### config.mk
export PLATFORM = sky130hd
export DESIGN_NAME = nor_word_program_flat
export DESIGN_NICKNAME = d
export VERILOG_FILES = /design/src/rtl/nor_word_program_if.sv /design/src/rtl/nor_word_program.sv /design/src/flat_wrapper.sv
export SDC_FILE = /design/constraint.sdc
export NUM_CORES = 1
export LEC_CHECK = 0
export ABC_AREA = 0
export ABC_CLOCK_PERIOD_IN_PS = 6700
export BUFFER_PORTS_ARGS = -buffer_cell sky130_fd_sc_hd__buf_4
export CORE_MARGIN = 2
export CORE_UTILIZATION = 56
export DETAILED_ROUTE_END_ITERATION = 6
export MAX_ROUTING_LAYER = met4
export PLACE_DENSITY_LB_ADDON = 0.3
export SETUP_SLACK_MARGIN = 0.15
export SLEW_MARGIN = 20
export SYNTH_ARGS = -nofsm -noshare
export SYNTH_HDL_FRONTEND = slang
export SYNTH_SLANG_ARGS = --single-unit
### constraint.sdc
create_clock -name clk -period 6.7 [get_ports clk]
set_input_delay 0 -clock clk [delete_from_list [all_inputs] [get_ports clk]]
set_output_delay 0 -clock clk [all_outputs]
set_load 0.01 [all_outputs]
### src/rtl/nor_word_program_if.sv
// Host-side request/response and flash-pin bundle for the NOR word-program sequencer.
interface nor_word_program_if;
  logic        start;
  logic [23:0] wr_addr;
  logic [15:0] wr_data;
  logic        busy;
  logic        done;
  logic [3:0]  err;
  logic [7:0]  status;
  logic        ce_n;
  logic        we_n;
  logic        oe_n;
  logic [23:0] addr;
  logic [15:0] dq_out;
  logic        dq_oe;
  logic [15:0] dq_in;

  modport master (
    output start, wr_addr, wr_data, dq_in,
    input  busy, done, err, status, ce_n, we_n, oe_n, addr, dq_out, dq_oe
  );

  modport slave (
    input  start, wr_addr, wr_data, dq_in,
    output busy, done, err, status, ce_n, we_n, oe_n, addr, dq_out, dq_oe
  );
endinterface

### src/rtl/nor_word_program.sv
// Single-word program sequencer for a 16-bit parallel NOR flash: unlock, program,
// poll status until ready, clear status on error, return to read-array mode.
module nor_word_program #(
  parameter int unsigned WE_CYC   = 6,
  parameter int unsigned RD_CYC   = 12,
  parameter int unsigned POLL_MAX = 4096
) (
  input logic               clk,
  input logic               reset,
  nor_word_program_if.slave bus_if
);

  localparam int unsigned ADDR_W  = 24;
  localparam int unsigned DATA_W  = 16;
  localparam int unsigned CYC_MAX = (WE_CYC > RD_CYC) ? WE_CYC : RD_CYC;
  localparam int unsigned CNT_W   = $clog2(CYC_MAX + 1);
  localparam int unsigned PCNT_W  = $clog2(POLL_MAX + 1);

  localparam logic [3:0] IDLE    = 4'd0;
  localparam logic [3:0] W_SETUP = 4'd1;
  localparam logic [3:0] W_PULSE = 4'd2;
  localparam logic [3:0] W_HOLD  = 4'd3;
  localparam logic [3:0] W_GAP   = 4'd4;
  localparam logic [3:0] R_PULSE = 4'd5;
  localparam logic [3:0] R_END   = 4'd6;
  localparam logic [3:0] CHECK   = 4'd7;
  localparam logic [3:0] FINISH  = 4'd8;

  localparam logic [2:0] ST_UNLK = 3'd0;
  localparam logic [2:0] ST_CONF = 3'd1;
  localparam logic [2:0] ST_PSET = 3'd2;
  localparam logic [2:0] ST_DATA = 3'd3;
  localparam logic [2:0] ST_RSR  = 3'd4;
  localparam logic [2:0] ST_POLL = 3'd5;
  localparam logic [2:0] ST_CLR  = 3'd6;
  localparam logic [2:0] ST_RA   = 3'd7;

  logic [3:0]        state_q,  state_d;
  logic [2:0]        step_q,   step_d;
  logic [CNT_W-1:0]  cnt_q,    cnt_d;
  logic [PCNT_W-1:0] poll_q,   poll_d;
  logic [ADDR_W-1:0] addr_q,   addr_d;
  logic [DATA_W-1:0] data_q,   data_d;
  logic [DATA_W-1:0] dq_out_q, dq_out_d;
  logic              ce_n_q,   ce_n_d;
  logic              we_n_q,   we_n_d;
  logic              oe_n_q,   oe_n_d;
  logic              dq_oe_q,  dq_oe_d;
  logic              busy_q,   busy_d;
  logic              done_q,   done_d;
  logic [3:0]        err_q,    err_d;
  logic [7:0]        status_q, status_d;
  logic [3:0]        err_new;
  logic              timeout;
  logic [DATA_W-1:0] cmd;

  logic unused_dq_hi;
  assign unused_dq_hi = ^bus_if.dq_in[15:8];

  // Next-state, step sequencing, status sampling and registered pin values
  always_comb begin
    state_d  = state_q;
    step_d   = step_q;
    cnt_d    = cnt_q + CNT_W'(1);
    poll_d   = poll_q;
    addr_d   = addr_q;
    data_d   = data_q;
    dq_out_d = dq_out_q;
    busy_d   = busy_q;
    done_d   = 1'b0;
    err_d    = err_q;
    status_d = status_q;
    timeout  = ~status_q[7] && (poll_q == PCNT_W'(POLL_MAX));
    err_new  = {timeout, status_q[4], status_q[3], status_q[1]};
    cmd      = '0;

    case (state_q)
      IDLE: begin
        // a start coinciding with the done pulse is dropped
        if (bus_if.start && !done_q) begin
          addr_d  = bus_if.wr_addr;
          data_d  = bus_if.wr_data;
          step_d  = ST_UNLK;
          err_d   = '0;
          busy_d  = 1'b1;
          state_d = W_SETUP;
        end
      end
      W_SETUP: state_d = W_PULSE;
      W_PULSE: if (cnt_q == CNT_W'(WE_CYC - 1)) state_d = W_HOLD;
      W_HOLD:  state_d = W_GAP;
      W_GAP: begin
        case (step_q)
          ST_RSR: begin
            step_d  = ST_POLL;
            poll_d  = '0;
            state_d = R_PULSE;
          end
          ST_CLR: begin
            step_d  = ST_RA;
            state_d = W_SETUP;
          end
          ST_RA:   state_d = FINISH;
          default: begin
            step_d  = step_q + 3'd1;
            state_d = W_SETUP;
          end
        endcase
      end
      R_PULSE: begin
        if (cnt_q == CNT_W'(RD_CYC - 1)) begin
          status_d = bus_if.dq_in[7:0];
          if (poll_q != PCNT_W'(POLL_MAX)) poll_d = poll_q + PCNT_W'(1);
          state_d = R_END;
        end
      end
      R_END: state_d = CHECK;
      CHECK: begin
        if (status_q[7] || timeout) begin
          err_d   = err_new;
          step_d  = (|err_new) ? ST_CLR : ST_RA;
          state_d = W_SETUP;
        end else begin
          state_d = R_PULSE;
        end
      end
      FINISH: begin
        busy_d  = 1'b0;
        done_d  = 1'b1;
        state_d = IDLE;
      end
      default: state_d = IDLE;
    endcase

    if (state_d != state_q) cnt_d = '0;

    case (step_d)
      ST_UNLK: cmd = 16'h0060;
      ST_CONF: cmd = 16'h00D0;
      ST_PSET: cmd = 16'h0040;
      ST_DATA: cmd = data_d;
      ST_RSR:  cmd = 16'h0070;
      ST_CLR:  cmd = 16'h0050;
      ST_RA:   cmd = 16'h00FF;
      default: cmd = '0;
    endcase
    if (state_d == W_SETUP) dq_out_d = cmd;

    ce_n_d  = ~((state_d == W_SETUP) || (state_d == W_PULSE) || (state_d == R_PULSE));
    we_n_d  = (state_d != W_PULSE);
    oe_n_d  = (state_d != R_PULSE);
    dq_oe_d = (state_d == W_SETUP) || (state_d == W_PULSE) || (state_d == W_HOLD);
  end

  always_ff @(posedge clk) begin
    if (reset) begin
      state_q  <= IDLE;
      step_q   <= ST_UNLK;
      cnt_q    <= '0;
      poll_q   <= '0;
      addr_q   <= '0;
      data_q   <= '0;
      dq_out_q <= '0;
      ce_n_q   <= 1'b1;
      we_n_q   <= 1'b1;
      oe_n_q   <= 1'b1;
      dq_oe_q  <= 1'b0;
      busy_q   <= 1'b0;
      done_q   <= 1'b0;
      err_q    <= '0;
      status_q <= '0;
    end else begin
      state_q  <= state_d;
      step_q   <= step_d;
      cnt_q    <= cnt_d;
      poll_q   <= poll_d;
      addr_q   <= addr_d;
      data_q   <= data_d;
      dq_out_q <= dq_out_d;
      ce_n_q   <= ce_n_d;
      we_n_q   <= we_n_d;
      oe_n_q   <= oe_n_d;
      dq_oe_q  <= dq_oe_d;
      busy_q   <= busy_d;
      done_q   <= done_d;
      err_q    <= err_d;
      status_q <= status_d;
    end
  end

  assign bus_if.busy   = busy_q;
  assign bus_if.done   = done_q;
  assign bus_if.err    = err_q;
  assign bus_if.status = status_q;
  assign bus_if.ce_n   = ce_n_q;
  assign bus_if.we_n   = we_n_q;
  assign bus_if.oe_n   = oe_n_q;
  assign bus_if.addr   = addr_q;
  assign bus_if.dq_out = dq_out_q;
  assign bus_if.dq_oe  = dq_oe_q;

endmodule

### src/flat_wrapper.sv
// flat-port wrapper written by rule: the top's interface ports become plain ports
module nor_word_program_flat 
#(
  parameter int unsigned WE_CYC   = 6,
  parameter int unsigned RD_CYC   = 12,
  parameter int unsigned POLL_MAX = 4096
)
  (clk, reset, bus_if_start, bus_if_wr_addr, bus_if_wr_data, bus_if_dq_in, bus_if_busy, bus_if_done, bus_if_err, bus_if_status, bus_if_ce_n, bus_if_we_n, bus_if_oe_n, bus_if_addr, bus_if_dq_out, bus_if_dq_oe);
  nor_word_program_if bus_if_i ();
  input logic clk;
  input logic reset;
  input wire logic [$bits(bus_if_i.start)-1:0] bus_if_start;
  input wire logic [$bits(bus_if_i.wr_addr)-1:0] bus_if_wr_addr;
  input wire logic [$bits(bus_if_i.wr_data)-1:0] bus_if_wr_data;
  input wire logic [$bits(bus_if_i.dq_in)-1:0] bus_if_dq_in;
  output wire logic [$bits(bus_if_i.busy)-1:0] bus_if_busy;
  output wire logic [$bits(bus_if_i.done)-1:0] bus_if_done;
  output wire logic [$bits(bus_if_i.err)-1:0] bus_if_err;
  output wire logic [$bits(bus_if_i.status)-1:0] bus_if_status;
  output wire logic [$bits(bus_if_i.ce_n)-1:0] bus_if_ce_n;
  output wire logic [$bits(bus_if_i.we_n)-1:0] bus_if_we_n;
  output wire logic [$bits(bus_if_i.oe_n)-1:0] bus_if_oe_n;
  output wire logic [$bits(bus_if_i.addr)-1:0] bus_if_addr;
  output wire logic [$bits(bus_if_i.dq_out)-1:0] bus_if_dq_out;
  output wire logic [$bits(bus_if_i.dq_oe)-1:0] bus_if_dq_oe;
  assign bus_if_i.start = bus_if_start;
  assign bus_if_i.wr_addr = bus_if_wr_addr;
  assign bus_if_i.wr_data = bus_if_wr_data;
  assign bus_if_i.dq_in = bus_if_dq_in;
  assign bus_if_busy = bus_if_i.busy;
  assign bus_if_done = bus_if_i.done;
  assign bus_if_err = bus_if_i.err;
  assign bus_if_status = bus_if_i.status;
  assign bus_if_ce_n = bus_if_i.ce_n;
  assign bus_if_we_n = bus_if_i.we_n;
  assign bus_if_oe_n = bus_if_i.oe_n;
  assign bus_if_addr = bus_if_i.addr;
  assign bus_if_dq_out = bus_if_i.dq_out;
  assign bus_if_dq_oe = bus_if_i.dq_oe;
  nor_word_program #(.WE_CYC(WE_CYC), .RD_CYC(RD_CYC), .POLL_MAX(POLL_MAX)) u_core (.clk(clk), .reset(reset), .bus_if(bus_if_i));
endmodule
==> results of run 1 <==
layout make-up:
class                   count  area [sq um]
clock inverters             7          57.6
fillers                   445          1590
clock buffers               9           124
flip-flops and latches     98          1960
well taps                  99           124
inverters                  12          45.0
multi-input cells         321          1960
repair buffers            159          1310
power breakdown:
part	internal, mW	switching, mW	total, mW
sequential	0.610	0.0168	0.627
clock	0.141	0.218	0.358
combinational	0.0945	0.0988	0.193
total	0.846	0.333	1.18
per-layer routing:
metal,wire length (microns),up-vias,track usage
met5,0,-,-
met4,271,0,0.114
met3,467,23,0.0416
met2,5340,101,0.440
met1,4450,1804,0.339
li1,-,1876,-
worst paths after layout:
path	startpoint	end	slack, ps	cells after the start
setup / recovery	u_core.state_q[0]$_SDFF_PP0_	u_core.bus_if.dq_out[15]$_SDFFE_PP0P_	3520	6
hold / removal	bus_if_start	u_core.bus_if.busy$_SDFFE_PP0P_	170	4
setup reg to reg	u_core.state_q[0]$_SDFF_PP0_	u_core.bus_if.dq_out[15]$_SDFFE_PP0P_	3520	6
hold reg to reg	u_core.bus_if.addr[2]$_SDFFE_PP0P_	u_core.bus_if.addr[2]$_SDFFE_PP0P_	460	2
cells by family after synthesis:
logic type / after synthesis / share of synthesized area
and+or+nand+nor: 189 / 0.225
DFF: 98 / 0.480
AOI/OAI and AO/OA: 97 / 0.166
buffers and inverters: 40 / 0.0419
muxes: 16 / 0.0392
xor gates and xnor gates: 11 / 0.0236
adders and majority gates: 8 / 0.0245
worst max-delay path: stages (launching register included):
cell	delay (ps)
dfxtp_1	440
nor3_2	400
and3b_2	830
nor4_2	250
or4b_4	620
nor3_4	390
a22o_1	200
Yosys cell counts, drive strengths merged, types with 8 or more instances:
cell / n / area share
o21ai: 8 / 0.0098
nor2: 43 / 0.039
nor3: 12 / 0.019
mux2i: 16 / 0.039
a21oi: 48 / 0.059
dfxtp: 98 / 0.48
nand3: 14 / 0.017
ha: 8 / 0.024
nand2: 77 / 0.071
buf: 11 / 0.015
a22o: 9 / 0.019
clkbuf: 17 / 0.016
inv: 12 / 0.011
through the flow:
step / setup WS [ps] / area, sq um / util
6_report: 3520 / 5590 / 0.779
4_1_cts: 3530 / 5590 / 0.779
2_1_floorplan: 4440 / 4090 / -
3_5_place_dp: 3550 / 4920 / 0.686
5_1_grt: 3290 / 5590 / 0.779
3_3_place_gp: 3590 / 4920 / 0.686
registers in the layout (all words and copies together) (netlist names):
name / flops
u_core.bus_if.addr: 24
u_core.bus_if.busy: 1
u_core.bus_if.ce_n: 1
u_core.bus_if.done: 1
u_core.bus_if.dq_oe: 1
u_core.bus_if.dq_out: 16
u_core.bus_if.err: 4
u_core.bus_if.oe_n: 1
u_core.bus_if.status: 8
u_core.bus_if.we_n: 1
u_core.cnt_q: 4
u_core.data_q: 16
u_core.poll_q: 13
u_core.state_q: 4
u_core.step_q: 3
==> flow_summary.ini, run 1 <==
[status]
status = completed

[placement]
io_buffers = 108
dp.cells = 641
dp_hpwl_mm = 6.33
finalWeightedCongestion = 0.769

[timing]
hold_viol_final = 0
whs_ps = 175
maxSlewViolCount = 0
finalCritPeriodShare = 0.475
max_freq_ghz = 0.314
finalSetupViolCount = 0
rsz0062_at_grt = no
fin_tns_setup_ps = 0
min_period_ps = 3180
slew_headroom = 0.425
worstMarginPinSlew_ps = 862
finClkSkew_ps = 13.8

[floorplan]
start_util = 0.569
floorplan.die_area_sq_um = 8000
die_x_microns = 89.4
die_h_microns = 89.4
core-area_sq_um = 7180
fp-row-count = 31
num_io_pins = 117

[cts]
cts_resized = 0
cts.clk_slew.worst_paths_ps = 90
cts_buffer_depth = 2
numCtsBuffers = 9
postCtsHoldBufs = 48
post-cts-setup-buffers = 0
cts_root_buf = clkbuf_8
cts_max_level = 3
clock-sinks = 98
cts_tree = yes
clk_latency_ps = 380

[synth]
ys.warnings.count = 0
syn_area_sq_um = 4090
synth_edf_count = 0
syn_nets = 526
synth_flop_cell = dfxtp_1
synth_cell_types = 56
ys_seq_area_frac = 0.480
ys_async_sr_fraction = 0
synthCells = 459
ys_ff_latch = 98
synth.avg_cell_area_sq_um = 8.90

[worst_setup_path]
cp.arrival_ps = 3500
cp-start-kind = flop
critPathCaptureType = flop
crit_required_ps = 7020
path_class = flop to flop
critPathMaxFanout = 41

[drt]
routed-via-count = 3804
ant_nets = 0
firstDrtPassIters = 5
drc = 0
drt_wl_total_mm = 10.5
wl_per_cell_microns = 14.9
first_iter_violations = 160
via_per_inst = 5.40

[finish]
diodes = 0
stdcell_count = 705
area_delta_synth_final_pct = 36.7
layout.nets = 668
final_cell_mix = buf_4, dfxtp_1, nand2_1
drive_gt1_frac = 0.239
final_common_cell = buf_4

[global_route]
grt_usage = 0.272
grt_pass1_vias = 3599
antenna_found_initial = 0
grt-ovfl-total = 0
grt_max_degree = 81
grt_pass1_wl_mm = 16.4

[power]
p_total_mw = 1.18
ir_worst_vdd_mv = 0.122
p_leak_nw = 2.27
power-per-cell-area_nw_per_um2 = 211

[hold_path]
hp-class = input pin to flop

[job]
max_cap_violations = 0
Power figures use the tool's default switching activity.
==> inputs of run 2 (changes only) <==
--- a/config.mk
+++ b/config.mk
@@ -5,11 +5,11 @@
 export SDC_FILE = /design/constraint.sdc
 export NUM_CORES = 1
 export LEC_CHECK = 0
-export ABC_AREA = 0
-export ABC_CLOCK_PERIOD_IN_PS = 6700
+export ABC_AREA = 1
+export ABC_CLOCK_PERIOD_IN_PS = 3200
 export BUFFER_PORTS_ARGS = -buffer_cell sky130_fd_sc_hd__buf_4
 export CORE_MARGIN = 2
-export CORE_UTILIZATION = 56
+export CORE_UTILIZATION = 52
 export DETAILED_ROUTE_END_ITERATION = 6
 export MAX_ROUTING_LAYER = met4
 export PLACE_DENSITY_LB_ADDON = 0.3
==> constraint.sdc (replaced) <==
create_clock -name clk -period 3.2 [get_ports clk]
set_input_delay 0 -clock clk [delete_from_list [all_inputs] [get_ports clk]]
set_output_delay 0 -clock clk [all_outputs]
set_load 0.01 [all_outputs]
==> flow_summary.ini, run 2 <==
[worst_setup_path]
timing.rr.end = u_core.bus_if.addr[11]$_SDFFE_PP0P_
path_class = flop to flop
crit_path_max_incr_delay_ps = 470
reg2reg_slack_ps = 1060
crit_top_cell = nor2_1
critPathMaxFanout = 46
cp-start-kind = flop
cp-startpoint = u_core.state_q[2]$_SDFF_PP0_
worstSetupEndpoint = u_core.bus_if.addr[11]$_SDFFE_PP0P_
cp.arrival_ps = 2400
critPathCaptureType = flop
rr_startpoint = u_core.state_q[2]$_SDFF_PP0_
crit_required_ps = 3460
crit_chain = nor2_1 > nand3_2 > buf_4 > inv_1 > buf_4 > nor2_1 > nor2_1
cp_slowest_cell = dfxtp_1
reg2reg_depth = 7

[power]
p_sw_frac = 0.287
ir_worst_vdd_mv = 0.277
switching_power_uw = 728
p_leak_nw = 2.64
combinationalPowerShare = 0.172
p_total_mw = 2.54
p_clk_frac = 0.308
p_int_mw = 1.81
power-per-cell-area_nw_per_um2 = 436
seqPwrFrac = 0.520

[floorplan]
die_h_microns = 94.8
num_io_pins = 117
fp-row-count = 33
die_x_microns = 94.8
core-area_sq_um = 8090
start_util = 0.530
floorplan.die_area_sq_um = 8980

[placement]
finalWeightedCongestion = 0.925
io_buffers = 108
dp_hpwl_mm = 7.25

[timing]
hold_viol_final = 0
fin_tns_setup_ps = 0
min_period_ps = 2140
slew_headroom = 0.565
finClkSkew_ps = 20.2
finalCritPeriodShare = 0.668
rsz0062_at_grt = no
maxSlewViolCount = 0
worstMarginPinSlew_ps = 648
finalSetupViolCount = 0
max_freq_ghz = 0.468

[hold_path]
hp-class = input pin to flop

[cts]
numCtsBuffers = 9
cts_buffer_depth = 2
cts.clk_slew.worst_paths_ps = 110
cts_root_buf = clkbuf_8
postCtsHoldBufs = 48
cts_resized = 0
clk_latency_ps = 370
cts_max_level = 3
clock-sinks = 98
post-cts-setup-buffers = 0
cts_tree = yes

[synth]
yosysMostFrequentCell = nor2_1
ys_seq_area_frac = 0.458
ys_ff_latch = 98
syn_area_sq_um = 4290
yosys.area.top_type = dfxtp_1
synth_top_area_frac = 0.458
synth_cell_types = 38
synth_flop_cell = dfxtp_1
synth.avg_cell_area_sq_um = 7.57
synthCells = 566
ys_async_sr_fraction = 0
synthTopCellsByCount = nor2_1, dfxtp_1, nand2_1, nand3_1, o21ai_0
ys.warnings.count = 0
synth_edf_count = 0
yosys-top-cells-area = dfxtp_1, nor2_1, nand2_1
syn_nets = 633

[global_route]
grt_pass1_vias = 4073
grt_pass1_wl_mm = 18.0
grt-ovfl-total = 0
antenna_found_initial = 0
grt_max_degree = 51
grt_usage = 0.258

[drt]
routed-via-count = 4279
firstDrtPassIters = 5
drt_wl_total_mm = 11.2
first_iter_violations = 307
via_per_inst = 5.19
drc = 0
ant_nets = 0
wl_per_cell_microns = 13.6

[finish]
layout.nets = 781
final_common_cell = nor2_1
diodes = 0
area_delta_synth_final_pct = 35.7
largest_register_ff_count = 24
drive_gt1_frac = 0.231
final_cell_mix = nor2_1, buf_4, dfxtp_1

[status]
status = completed

[job]
max_cap_violations = 0
## run 2: cell types whose count changed after synthesis, sizes merged, moves of 5 or more
cell | before | now
nor2b | 6 | 1
clkbuf | 17 | 12
inv | 12 | 40
nor2 | 43 | 141
a22o | 9 | 0
o21ai | 8 | 49
and3 | 6 | 0
mux2i | 16 | 8
xnor2 | 5 | 0
a21oi | 48 | 27
nor4b | 6 | 0
nand3 | 14 | 46
nand2 | 77 | 89
## run 2: through the flow
step                hold WS [ps]  cell area [sq um]  setup slack [ps]  instances   util
global route                17.0               5820               839        824  0.719
finish                      19.5               5820              1060        824  0.719
CTS                         16.4               5820              1090        824  0.719
detailed placement           256               5140              1100        760  0.635
floorplan                    163               4290              1440        566      -
global placement             251               5140              1160        760  0.635
## run 2: area by class of cell
class / instances / area (sq um)
timing repair buffer: 159 / 1310
inverter: 40 / 153
sequential: 98 / 1960
tap: 105 / 131
clock buffer: 10 / 138
clock inverter: 6 / 56.3
fill: 669 / 2280
multi-input combinational: 406 / 2060
## run 2: cells by family (layout without fill, tap and decap cells)
| logic type | after synthesis | in the layout | synth area share |
|---|---|---|---|
| AND/OR/NAND/NOR | 304 | 304 | 0.329 |
| flip-flops | 98 | 98 | 0.458 |
| AO/OA/AOI/OAI | 81 | 81 | 0.0987 |
| buffers and inverters | 62 | 215 | 0.0619 |
| adder cells (fa/ha/maj) | 8 | 8 | 0.0234 |
| multiplexers | 8 | 8 | 0.0187 |
| XOR/XNOR | 5 | 5 | 0.0102 |
## run 2: routing by layer
layer  GRT usage  vias up  routed length, microns
li1            -     2138                       -
met1       0.295     1969                    4600
met2       0.443      145                    5760
met3      0.0535       27                     574
met4      0.0990        0                     276
met5           -        -                       0
## run 2: power by group through the flow
stage               logic [mW]  clock network [mW]  registers, mW
floorplan                0.214                   0           1.36
CTS                      0.429               0.793           1.32
finish                   0.437               0.781           1.32
global placement         0.370                   0           1.34
global route             0.480               0.843           1.32
detailed placement       0.380                   0           1.34
## run 2: how the worst min path moves through the flow
stage | slack [ps] | from | cells after the start | to
floorplan | 160 | bus_if_dq_in[0] | 2 | u_core.bus_if.status[0]$_SDFFE_PP0P_
global placement | 250 | bus_if_wr_addr[3] | 3 | u_core.bus_if.addr[3]$_SDFFE_PP0P_
detailed placement | 260 | bus_if_dq_in[4] | 3 | u_core.bus_if.status[4]$_SDFFE_PP0P_
CTS | 20 | reset | 2 | u_core.data_q[1]$_SDFF_PP0_
global route | 20 | reset | 2 | u_core.data_q[1]$_SDFF_PP0_
finish | 20 | reset | 2 | u_core.data_q[3]$_SDFF_PP0_
## run 2: critical path: cells and delay by family, from the launching register on
kind,cells,cell delay (ps)
AND/OR/NAND/NOR,4,460
flip-flops,1,470
buffers and inverters,3,1100
